**src/rtl/ip_codma_read_machine.sv**
```systemverilog
// CODMA bus-read engine: runs one 2/4/8-beat read burst per request
// and returns the beats in data_reg_o.
//
// Ports:
//   clk_i, reset_i       clock, synchronous active-high reset
//   need_read_i          read request from the main machine (IDLE only)
//   reg_addr_i           byte start address (must be word aligned)
//   reg_size_i           burst code: 3 = 2 beats, 8 = 4 beats, 9 = 8 beats
//   abort_i              stop request, returns to RD_IDLE silently
//   need_read_o          request accepted and in progress
//   data_reg_o           read words, word k = beat k
//   rd_state_error_o     one-cycle error pulse (RD_ERROR)
//   rd_state_r_o         registered state
//   rd_state_next_o      combinational next state
//   bus_req_o            bus request (RD_ASK)
//   bus_addr_o           latched burst address
//   bus_size_o           latched burst code
//   bus_gnt_i            bus grant
//   bus_rvalid_i         read beat valid
//   bus_rdata_i          read beat data
//   bus_error_i          bus error

package ip_codma_machine_states_pkg;

    typedef enum logic [2:0] {
        RD_IDLE    = 3'd0,
        RD_ASK     = 3'd1,
        RD_GRANTED = 3'd2,
        RD_DONE    = 3'd3,
        RD_ERROR   = 3'd4
    } rd_state_t;

endpackage

module ip_codma_read_machine
    import ip_codma_machine_states_pkg::*;
#(
    parameter int unsigned GNT_TIMEOUT = 255
) (
    input  logic             clk_i,
    input  logic             reset_i,
    input  logic             need_read_i,
    input  logic [31:0]      reg_addr_i,
    input  logic [7:0]       reg_size_i,
    input  logic             abort_i,
    output logic             need_read_o,
    output logic [7:0][31:0] data_reg_o,
    output logic             rd_state_error_o,
    output logic [2:0]       rd_state_r_o,
    output logic [2:0]       rd_state_next_o,
    output logic             bus_req_o,
    output logic [31:0]      bus_addr_o,
    output logic [7:0]       bus_size_o,
    input  logic             bus_gnt_i,
    input  logic             bus_rvalid_i,
    input  logic [31:0]      bus_rdata_i,
    input  logic             bus_error_i
);

    localparam logic [8:0] TIMEOUT = 9'(GNT_TIMEOUT);

    rd_state_t  state;
    rd_state_t  state_nx;
    logic [2:0] beat;
    logic [2:0] last_beat;
    logic [7:0] wait_cnt;
    logic       req_ok;
    logic       accept;
    logic       timeout;
    logic       take_beat;

    always_comb begin
        req_ok = ((reg_size_i == 8'd3) ||
                  (reg_size_i == 8'd8) ||
                  (reg_size_i == 8'd9)) &&
                 (reg_addr_i[1:0] == 2'b00);
    end

    // Last beat index follows the latched burst code, not the live input.
    always_comb begin
        last_beat = 3'd7;
        if (bus_size_o == 8'd3) begin
            last_beat = 3'd1;
        end else if (bus_size_o == 8'd8) begin
            last_beat = 3'd3;
        end
    end

    // wait_cnt counts RD_ASK cycles already spent; the current cycle
    // is the last one allowed when wait_cnt + 1 reaches the limit.
    always_comb begin
        timeout = (TIMEOUT != 9'd0) &&
                  (({1'b0, wait_cnt} + 9'd1) >= TIMEOUT);
    end

    always_comb begin
        accept    = (state == RD_IDLE) && need_read_i;
        take_beat = (state == RD_GRANTED) && bus_rvalid_i &&
                    !abort_i && !bus_error_i;
    end

    // Priority outside IDLE: abort, then bus error, then progress.
    always_comb begin
        state_nx = state;
        unique case (state)
            RD_IDLE: begin
                if (need_read_i) begin
                    state_nx = req_ok ? RD_ASK : RD_ERROR;
                end
            end
            RD_ASK: begin
                if (abort_i) begin
                    state_nx = RD_IDLE;
                end else if (bus_error_i) begin
                    state_nx = RD_ERROR;
                end else if (bus_gnt_i) begin
                    state_nx = RD_GRANTED;
                end else if (timeout) begin
                    state_nx = RD_ERROR;
                end
            end
            RD_GRANTED: begin
                if (abort_i) begin
                    state_nx = RD_IDLE;
                end else if (bus_error_i) begin
                    state_nx = RD_ERROR;
                end else if (bus_rvalid_i && (beat == last_beat)) begin
                    state_nx = RD_DONE;
                end
            end
            RD_DONE: begin
                state_nx = RD_IDLE;
            end
            RD_ERROR: begin
                state_nx = RD_IDLE;
            end
            default: begin
                state_nx = RD_IDLE;
            end
        endcase
    end

    always_ff @(posedge clk_i) begin
        if (reset_i) begin
            state            <= RD_IDLE;
            need_read_o      <= 1'b0;
            bus_req_o        <= 1'b0;
            rd_state_error_o <= 1'b0;
            bus_addr_o       <= '0;
            bus_size_o       <= '0;
            data_reg_o       <= '0;
            beat             <= '0;
            wait_cnt         <= '0;
        end else begin
            state            <= state_nx;
            need_read_o      <= (state_nx == RD_ASK) ||
                                (state_nx == RD_GRANTED);
            bus_req_o        <= (state_nx == RD_ASK);
            rd_state_error_o <= (state_nx == RD_ERROR);
            if (accept) begin
                bus_addr_o <= reg_addr_i;
                bus_size_o <= reg_size_i;
                data_reg_o <= '0;
                beat       <= '0;
                wait_cnt   <= '0;
            end
            if (take_beat) begin
                data_reg_o[beat] <= bus_rdata_i;
                beat             <= beat + 3'd1;
            end
            if ((state == RD_ASK) && (wait_cnt != 8'hFF)) begin
                wait_cnt <= wait_cnt + 8'd1;
            end
        end
    end

    assign rd_state_r_o    = state;
    assign rd_state_next_o = state_nx;

endmodule
```
**config.mk**
```make
export PLATFORM = sky130hd
export DESIGN_NAME = ip_codma_read_machine
export DESIGN_NICKNAME = d
export VERILOG_FILES = /design/src/rtl/ip_codma_read_machine.sv
export SDC_FILE = /design/constraint.sdc
export NUM_CORES = 1
export LEC_CHECK = 0
export CORE_MARGIN = 1
export CORE_UTILIZATION = 50
export CTS_CLUSTER_DIAMETER = 150
export DETAILED_ROUTE_END_ITERATION = 10
export PLACE_DENSITY = 0.95
export SYNTH_ARGS = -nofsm -noshare
export SYNTH_HDL_FRONTEND = slang
export SYNTH_SLANG_ARGS = --single-unit
```
**constraint.sdc**
```tcl
create_clock -name clk_i -period 6.05 [get_ports clk_i]
set_input_delay 1.21 -clock clk_i [delete_from_list [all_inputs] [get_ports clk_i]]
set_output_delay 1.21 -clock clk_i [all_outputs]
set_load 0.01 [all_outputs]
```
==> results of run 1 <==
[final timing paths]
check,from,to,depth (start not counted)
worst max-delay path,need_read_i,rd_state_next_o[0],8
worst min-delay path,bus_addr_o[5],bus_addr_o[5],2
worst max register to register,rd_state_r_o[1],data_reg_o[227],6
worst min register to register,bus_addr_o[5],bus_addr_o[5],2
[power by group]
| group | internal (mW) | switching (mW) | total, mW | leakage [nW] |
|---|---|---|---|---|
| Clock | 1.22 | 0.802 | 2.02 | 0.530 |
| Combinational | 0.0931 | 0.162 | 0.255 | 2.37 |
| Sequential | 2.08 | 0.0120 | 2.09 | 2.53 |
[layout make-up]
| class | instances | share of cell area, % |
|---|---|---|
| Sequential cell | 313 | 37.7 |
| Inverter | 4 | 0.0904 |
| Clock buffer | 44 | 5.26 |
| Tap cell | 313 | 2.36 |
| Timing Repair Buffer | 398 | 23.9 |
| Clock inverter | 13 | 1.17 |
| Multi-Input combinational cell | 1019 | 29.5 |
[cells by family (layout without fill, tap and decap cells)]
| logic type | count (synthesis) | after routing | share of synthesized area (%) |
|---|---|---|---|
| simple gates | 681 | 681 | 25.8 |
| compound gates | 331 | 331 | 14.6 |
| flops | 313 | 313 | 53.1 |
| buf+inv | 162 | 459 | 5.83 |
| xor+xnor | 4 | 4 | 0.297 |
| fa+ha+maj | 3 | 3 | 0.318 |
[layout by cell type, fill, tap and decap left out, drive strengths merged, types with 3 or more instances in the layout]
master	netlist	final
nand3b	3	3
nand3	264	264
o21ai	10	10
a31oi	4	4
buf	75	16
and2	3	3
nor2	25	25
ha	3	3
bufinv	0	5
clkdlybuf4s50	0	382
inv	4	4
nand2	348	348
a21oi	306	306
clkinv	0	8
clkbuf	83	44
nand2b	6	6
dfxtp	313	313
nor2b	4	4
nor3	6	6
or3	5	5
and3	3	3
[registers in the layout (all words and copies together) (netlist names)]
| register | flops |
|---|---|
| beat | 3 |
| bus_addr_o | 32 |
| bus_req_o | 1 |
| bus_size_o | 8 |
| data_reg_o | 256 |
| need_read_o | 1 |
| rd_state_error_o | 1 |
| rd_state_r_o | 3 |
| wait_cnt | 8 |
[metal layers]
| layer | wire, um | part of all wire, % |
|---|---|---|
| met5 | 0 | 0 |
| met4 | 2260 | 5.3 |
| met2 | 20800 | 49 |
| met3 | 4050 | 9.5 |
| met1 | 15400 | 36 |
[stage by stage]
step	setup slack [ps]	hold slack, ps	std cells	power (mW)
final	950	462	2104	4.36
after global routing	890	480	2104	4.47
after CTS	987	462	2104	4.37
after detailed placement	1040	447	2047	2.38
after floorplan	2330	467	1494	2.26
after global placement	1110	441	2047	2.38
[worst reg2reg max path: stages, from the launching register on]
cell and delay [ps]:
dfxtp_1 510, nor2b_1 330, and3_1 330, and2_1 230, nand3_2 730, nand3_1 420
a21oi_1 120
[cells in the mapped netlist, types with 4 or more instances]
library cell	count
nand2b_1	6
or3_1	5
buf_2	63
dfxtp_1	313
clkbuf_1	83
o21ai_0	9
inv_1	4
nor2_1	25
nor2b_1	4
nor3_2	4
buf_1	12
a31oi_1	4
nand3_1	264
nand2_1	348
a21oi_1	306
==> results.json, run 1 <==
{
  "synth.largest_area_cell": "dfxtp_1",
  "place_hpwl_um": 26500,
  "cap_violations": 0,
  "fin_skew_ps": 9.94,
  "tns_ps": 0,
  "synth_flop_cell": "dfxtp_1",
  "diodes": 0,
  "synth.avg_cell_area_sq_um": 7.89,
  "crit_top_cell": "clkdlybuf4s50_1",
  "clockBufferDepth": 3,
  "layout-drive-gt1-share_pct": 4.69,
  "grt_max_degree": 267,
  "cts_resized": 0,
  "die_h_um": 156,
  "netlist.area_leader.share_pct": 53.1,
  "multiInputGateArea_sq_um": 4890,
  "busiest_layer": "met2",
  "postPlaceCellArea_sq_um": 15500,
  "synth_seq_cells": 313,
  "io_buffers": 383,
  "nets": 1849,
  "dieArea_sq_um": 24200,
  "clk_pin_slew_ps": 60,
  "timing_worst_slew_pin_value_ps": 1340,
  "cp_slowest_cell": "or4b_4",
  "vias": 12360,
  "worstSkewPairLatency_ps": 550,
  "grt_pass1_vias": 11920,
  "synth_edf_count": 0,
  "grtUsageMet1_pct": 38.2,
  "use_met3_pct": 7.61,
  "cts_hold_buf": 0,
  "path_delay_family": "buffers and inverters",
  "slew_headroom_pct": 10.7,
  "status": "complete, no violations",
  "rows": 55,
  "netlist_area_sq_um": 11800,
  "hold_class": "flip-flop to flip-flop",
  "required_ps": 4840,
  "crit_buf_inv": 3,
  "worstSetupStartpointType": "primary input",
  "grt_pass1_wl_um": 63700,
  "numCtsBuffers": 31,
  "clkSinkCount": 313,
  "tritoncts": "done",
  "drt_wl_total_um": 42500,
  "postSynth.asyncResetShare_pct": 0,
  "crit_path_max_incr_delay_ps": 720,
  "final-setup-viol-count": 0,
  "coreArea_sq_um": 22900,
  "cp.arrival_ps": 3890,
  "fmax_mhz": 196,
  "ys_warn_count": 0,
  "dr.pass1.iters": 5,
  "overflow": 0,
  "hold_viol_final": 0,
  "finalCriticalPeriod_ps": 5100,
  "drc": 0,
  "h-tree-depth": 1,
  "ant_nets": 0,
  "ys_types": 43,
  "start_util_pct": 51.4,
  "rsz0062_at_grt": "no",
  "post_cts_buffers": 0,
  "synth.net_count": 1576,
  "seq_area_frac_synth_pct": 53.1,
  "r2r_setup_slack_ps": 3230,
  "ys_top_cells_by_area": "dfxtp_1 53%, a21oi_1 13%, nand3_1 11%, nand2_1 11%, buf_2 2.7%",
  "fin_area_sq_um": 16600,
  "path_class": "primary input to output pin",
  "wl_per_cell_um": 20.2,
  "slew_viol_final": 0,
  "path_max_fanout": 38,
  "crit_path_end_kind": "output pin",
  "fillers": 1553,
  "vdd_drop_max_mv": 0.310,
  "grt_usage_pct": 33.6,
  "powerDensity_nw_per_um2": 262,
  "via_per_inst": 5.87,
  "p_leak_nw": 5.43,
  "antenna_found_initial": 0,
  "drt_iter0_markers": 1260,
  "die_w_um": 156,
  "cts_root_buf": "clkbuf_16",
  "ios": 384,
  "syn_inst": 1494,
  "met2_usage_pct": 58.5,
  "syn2layout_area_growth_pct": 40.9,
  "regArea_sq_um": 6270,
  "post-route-util_pct": 72.5,
  "gp_congestion": 0.881,
  "min_period_over_period_pct": 84.3,
  "crit_chain": "clkdlybuf4s50_1 > or4b_4 > a2111oi_4 > a21oi_1 > or3b_1 > o21ai_2 > inv_1 > clkdlybuf4s50_1"
}
(Power assumes the default switching activity.)
==> run 2, diff against run 1 <==
CORE_UTILIZATION = 46   (was 50)
PLACE_DENSITY = 0.9   (was 0.95)
clock period = 4.91 ns   (was 6.05 ns; I/O delays follow)
==> run 2 against run 1 <==
Effect of this change:
- clock power rose by 21%
- critical path depth did not move
- non-clock buffer count rose by 1
- critical path type unchanged
==> results.json, run 2 (same netlist as run 1, synthesis figures left out) <==
{
  "rsz0062_at_grt": "no",
  "largest_reg_flops": 256,
  "coreArea_sq_um": 25200,
  "r2r_setup_slack_ps": 2060,
  "r2r_cells": 5,
  "antenna_found_initial": 0,
  "path_max_fanout": 3,
  "cts_resized": 0,
  "fin_skew_ps": 14.5,
  "crit_buf_inv": 3,
  "die_w_um": 162,
  "fmax_mhz": 230,
  "p_clk_share_pct": 45.9,
  "clockBufferDepth": 3,
  "timing_worst_slew_pin_value_ps": 1200,
  "io_buffers": 383,
  "worstSkewPairLatency_ps": 550,
  "syn2layout_area_growth_pct": 41.0,
  "reg2reg_from": "rd_state_r_o[2]",
  "powerDensity_nw_per_um2": 322,
  "nets": 1850,
  "finalCriticalPeriod_ps": 4350,
  "dr.pass1.iters": 7,
  "path_class": "primary input to output pin",
  "hold_viol_final": 0,
  "grt_pass1_vias": 11542,
  "via_per_inst": 5.70,
  "postPlaceCellArea_sq_um": 15600,
  "die_h_um": 162,
  "final-setup-viol-count": 0,
  "clkSinkCount": 313,
  "fin_area_sq_um": 16600,
  "h-tree-depth": 1,
  "regMostFlops": "data_reg_o",
  "hold_class": "flip-flop to flip-flop",
  "wl_per_cell_um": 19.8,
  "crit_path_end_kind": "output pin",
  "min_to": "bus_addr_o[7]",
  "overflow": 0,
  "grt_pass1_wl_um": 63400,
  "tns_ps": 0,
  "worstSetupStartpointType": "primary input",
  "cts_hold_buf": 0,
  "slew_viol_final": 0,
  "path_delay_family": "buffers and inverters",
  "vias": 12082,
  "clk_pin_slew_ps": 60,
  "min_period_over_period_pct": 88.6,
  "diodes": 0,
  "largest_registers": "data_reg_o: 256 flops, bus_addr_o: 32 flops",
  "grt_usage_pct": 30.7,
  "tritoncts": "done",
  "min_from": "bus_addr_o[7]",
  "crit_path_max_incr_delay_ps": 530,
  "drc": 0,
  "r2r_end": "data_reg_o[140]",
  "cp_slowest_cell": "clkdlybuf4s50_1",
  "grt_max_degree": 219,
  "dieArea_sq_um": 26300,
  "power_mw": 5.35,
  "post_cts_buffers": 0,
  "ios": 384,
  "rows": 58,
  "start_util_pct": 46.8,
  "status": "complete, no violations",
  "crit_top_cell": "clkdlybuf4s50_1",
  "comb_power_share_pct": 6.0,
  "drt_wl_total_um": 42000,
  "internal_power_mw": 4.14,
  "switching_share_pct": 22.6,
  "required_ps": 3930,
  "gp_congestion": 0.910,
  "place_hpwl_um": 27000,
  "layout_commonest_cell": "clkdlybuf4s50_1",
  "power_switching_mw": 1.21,
  "drt_iter0_markers": 1265,
  "numCtsBuffers": 31,
  "cts_root_buf": "clkbuf_16",
  "hold_depth": 2,
  "crit_chain": "clkdlybuf4s50_1 > or4b_4 > a2111oi_4 > a21oi_1 > or3b_1 > o21ai_2 > inv_1 > clkdlybuf4s50_1",
  "p_leak_nw": 5.42,
  "cp.arrival_ps": 3370,
  "layout_common_cells": "382 x clkdlybuf4s50_1, 348 x nand2_1, 313 x dfxtp_1, 306 x a21oi_1, 263 x nand3_1",
  "cp.depth": 8,
  "slew_headroom_pct": 19.2,
  "power_frac_seq_pct": 48.1,
  "vdd_drop_max_mv": 0.319,
  "cap_violations": 0,
  "ant_nets": 0,
  "layout-drive-gt1-share_pct": 4.69
}
run 2: worst max path at each step:
stage                startpoint                 end  slack, ps
floorplan           need_read_i  rd_state_next_o[0]       1640
detailed placement  need_read_i  rd_state_next_o[0]        600
global placement    need_read_i  rd_state_next_o[0]        650
CTS                 need_read_i  rd_state_next_o[0]        590
global route        need_read_i  rd_state_next_o[0]        510
finish              need_read_i  rd_state_next_o[0]        560
run 2: metrics by stage:
step           hold slack [ps]  util (%)  setup slack (ps)  instances
2_1_floorplan              467         -              1640       1494
3_3_place_gp               441      61.9               653       2065
3_5_place_dp               448      61.9               600       2065
4_1_cts                    459      66.0               588       2121
5_1_grt                    480      66.0               508       2121
6_report                   459      66.0               557       2121
run 2: worst register-to-register path, cell delays in order (launching register included):
cell and delay (ps):
dfxtp_1 540, or4b_4 250, buf_12 630, buf_4 880
nand3_1 230, a21oi_1 230
run 2: area by class of cell:
| class | count | area (sq um) |
|---|---|---|
| timing repair buffer | 399 | 3980 |
| clock inverter | 14 | 200 |
| fill | 1967 | 8560 |
| sequential | 313 | 6270 |
| clock buffer | 42 | 847 |
| tap | 330 | 413 |
| multi-input combinational | 1019 | 4900 |
| inverter | 4 | 15.0 |
run 2: layer usage:
layer  wire (um)  track usage (%)  part of all wire, %  vias to the layer above
li1            -                -                    -                     5583
met1       15900             36.5                   38                     5644
met2       19800             51.3                   47                      702
met3        4050             6.51                  9.6                      153
met4        2340             17.8                  5.6                        0
met5           0                0                    0                        -
run 2: power groups by stage:
stage | logic, mW | clock network, mW | registers [mW]
after global placement | 0.309 | 0 | 2.63
after global routing | 0.335 | 2.60 | 2.57
after detailed placement | 0.312 | 0 | 2.63
after CTS | 0.314 | 2.48 | 2.57
after floorplan | 0.147 | 0 | 2.64
final | 0.319 | 2.45 | 2.57
==> run 3, diff against run 2 <==
CAP_MARGIN = 10   (was default)
CORE_UTILIZATION = 50   (was 46)
PLACE_DENSITY = 0.95   (was 0.9)
SLEW_MARGIN = 30   (was default)
clock period = 5.5 ns   (was 4.91 ns; I/O delays follow)
==> run 3 against run 2 <==
Effect of this change:
- clock skew decreased by 1.3 ps
- worst hold slack improved by 1.2 ps
- setup slack improved by 370 ps
- sequential cell count unchanged
- critical path depth unchanged
- utilization increased by 6.8 points
- via count increased by 1.8%
- cell count decreased by 0.38%
- count of clock-buffer cells in the layout increased by 12
- largest cell class unchanged
==> results.json, run 3 (same netlist as run 1, synthesis figures left out) <==
{
  "cts_root_buf": "clkbuf_16",
  "cap_violations": 0,
  "dp.cells": 2051,
  "layout_common_cells": "382 x clkdlybuf4s50_1, 348 x nand2_1, 313 x dfxtp_1, 306 x a21oi_1, 263 x nand3_1",
  "fin_hold_ws_ps": 460,
  "die_w_um": 156,
  "layout_commonest_cell": "clkdlybuf4s50_1",
  "path_delay_family": "buffers and inverters",
  "nets": 1857,
  "fin_area_sq_um": 16700,
  "path_max_fanout": 3,
  "clk_pin_slew_ps": 60,
  "largest_registers": "data_reg_o: 256 flops, bus_addr_o: 32 flops",
  "fmax_mhz": 219,
  "via_per_inst": 5.82,
  "cts_resized": 0,
  "worstSkewPairLatency_ps": 500,
  "min_period_over_period_pct": 83.1,
  "h-tree-depth": 2,
  "rows": 55,
  "dr.pass1.iters": 5,
  "regMostFlops": "data_reg_o",
  "final-setup-viol-count": 0,
  "drc": 0,
  "clkSinkCount": 313,
  "p_leak_nw": 5.45,
  "crit_buf_inv": 3,
  "fin_skew_ps": 13.2,
  "cp_slowest_cell": "or4_4",
  "grt_pass1_wl_um": 64100,
  "crit_path_end_kind": "output pin",
  "stdcell_count": 2113,
  "worstSetupStartpointType": "primary input",
  "vdd_drop_max_mv": 0.298,
  "layout-drive-gt1-share_pct": 5.00,
  "tns_ps": 0,
  "antenna_found_initial": 1,
  "grt_max_degree": 147,
  "powerDensity_nw_per_um2": 287,
  "coreArea_sq_um": 22900,
  "required_ps": 4400,
  "crit_top_cell": "clkdlybuf4s50_1",
  "wl_per_cell_um": 20.0,
  "finalCriticalPeriod_ps": 4570,
  "hold_class": "flip-flop to flip-flop",
  "slew_headroom_pct": 35.8,
  "grt_pass1_vias": 12096,
  "ant_nets": 0,
  "path_class": "primary input to output pin",
  "place_hpwl_um": 26900,
  "syn2layout_area_growth_pct": 41.6,
  "rsz0062_at_grt": "no",
  "overflow": 0,
  "timing_worst_slew_pin_value_ps": 960,
  "drt_wl_total_um": 42200,
  "slew_viol_final": 0,
  "vias": 12302,
  "largest_reg_flops": 256,
  "cp.arrival_ps": 3470,
  "numCtsBuffers": 34,
  "ios": 384,
  "io_buffers": 383,
  "grt_usage_pct": 33.9,
  "start_util_pct": 51.4,
  "postPlaceCellArea_sq_um": 15600,
  "dieArea_sq_um": 24200,
  "tritoncts": "done",
  "crit_chain": "clkdlybuf4s50_1 > or4_4 > a2111oi_4 > a21oi_1 > or3b_1 > o21ai_2 > inv_1 > clkdlybuf4s50_1",
  "gp_congestion": 0.859,
  "clockBufferDepth": 3,
  "die_h_um": 156,
  "hold_viol_final": 0,
  "cts_hold_buf": 0,
  "status": "complete, no violations",
  "drt_iter0_markers": 1252,
  "crit_path_max_incr_delay_ps": 590,
  "post_cts_buffers": 0
}
-- run 3: cell types whose count changed in the layout (fill, tap and decap cells not counted), sizes merged --
cell      change
clkbuf       +12
clkinvlp      +1
buf           +4
bufinv        -5
clkinv        -4
diode         +1
-- run 3: path summary, 6_finish.rpt --
path	start	end	slack (ps)	depth (start not counted)
setup / recovery	reg_size_i[7]	rd_state_next_o[0]	930	8
setup reg to reg	rd_state_r_o[2]	data_reg_o[27]	2670	5
hold reg to reg	bus_addr_o[10]	bus_addr_o[10]	460	2
hold / removal	bus_addr_o[10]	bus_addr_o[10]	460	2
-- run 3: cell type report --
class | instances | area, sq um
antenna | 1 | 2.50
clock buffer | 54 | 1050
clock inverter | 6 | 41.3
fill | 1582 | 6220
inverter | 4 | 15.0
multi-input combinational | 1019 | 4910
sequential | 313 | 6270
tap | 313 | 392
timing repair buffer | 403 | 4020
-- run 3: power by group --
group          total (mW)  leakage (nW)  internal, mW  switching [mW]
Clock                2.22         0.524          1.31           0.909
Combinational       0.280          2.40         0.103           0.177
Sequential           2.30          2.53          2.28          0.0128
-- run 3: tightest hold or removal path: cells and delay by family, from the launching register on --
kind / cells / cell delay [ps]
AOI/OAI and AO/OA: 1 / 50
DFF: 1 / 310
and+or+nand+nor: 1 / 50
-- run 3: per-layer routing --
metal | part of all wire, % | routed length (um) | GRT usage (%)
met2 | 47 | 20000 | 57.2
met3 | 10 | 4280 | 7.75
met4 | 6.6 | 2780 | 23.4
met1 | 36 | 15100 | 38.1
met5 | 0 | 0 | 0
-- run 3: through the flow --
step	setup WS (ps)	utilization, %	power [mW]
CTS	990	72.7	4.81
detailed placement	991	67.9	2.62
floorplan	2000	-	2.48
global placement	1010	67.9	2.61
global route	827	72.8	4.92
finish	928	72.8	4.80
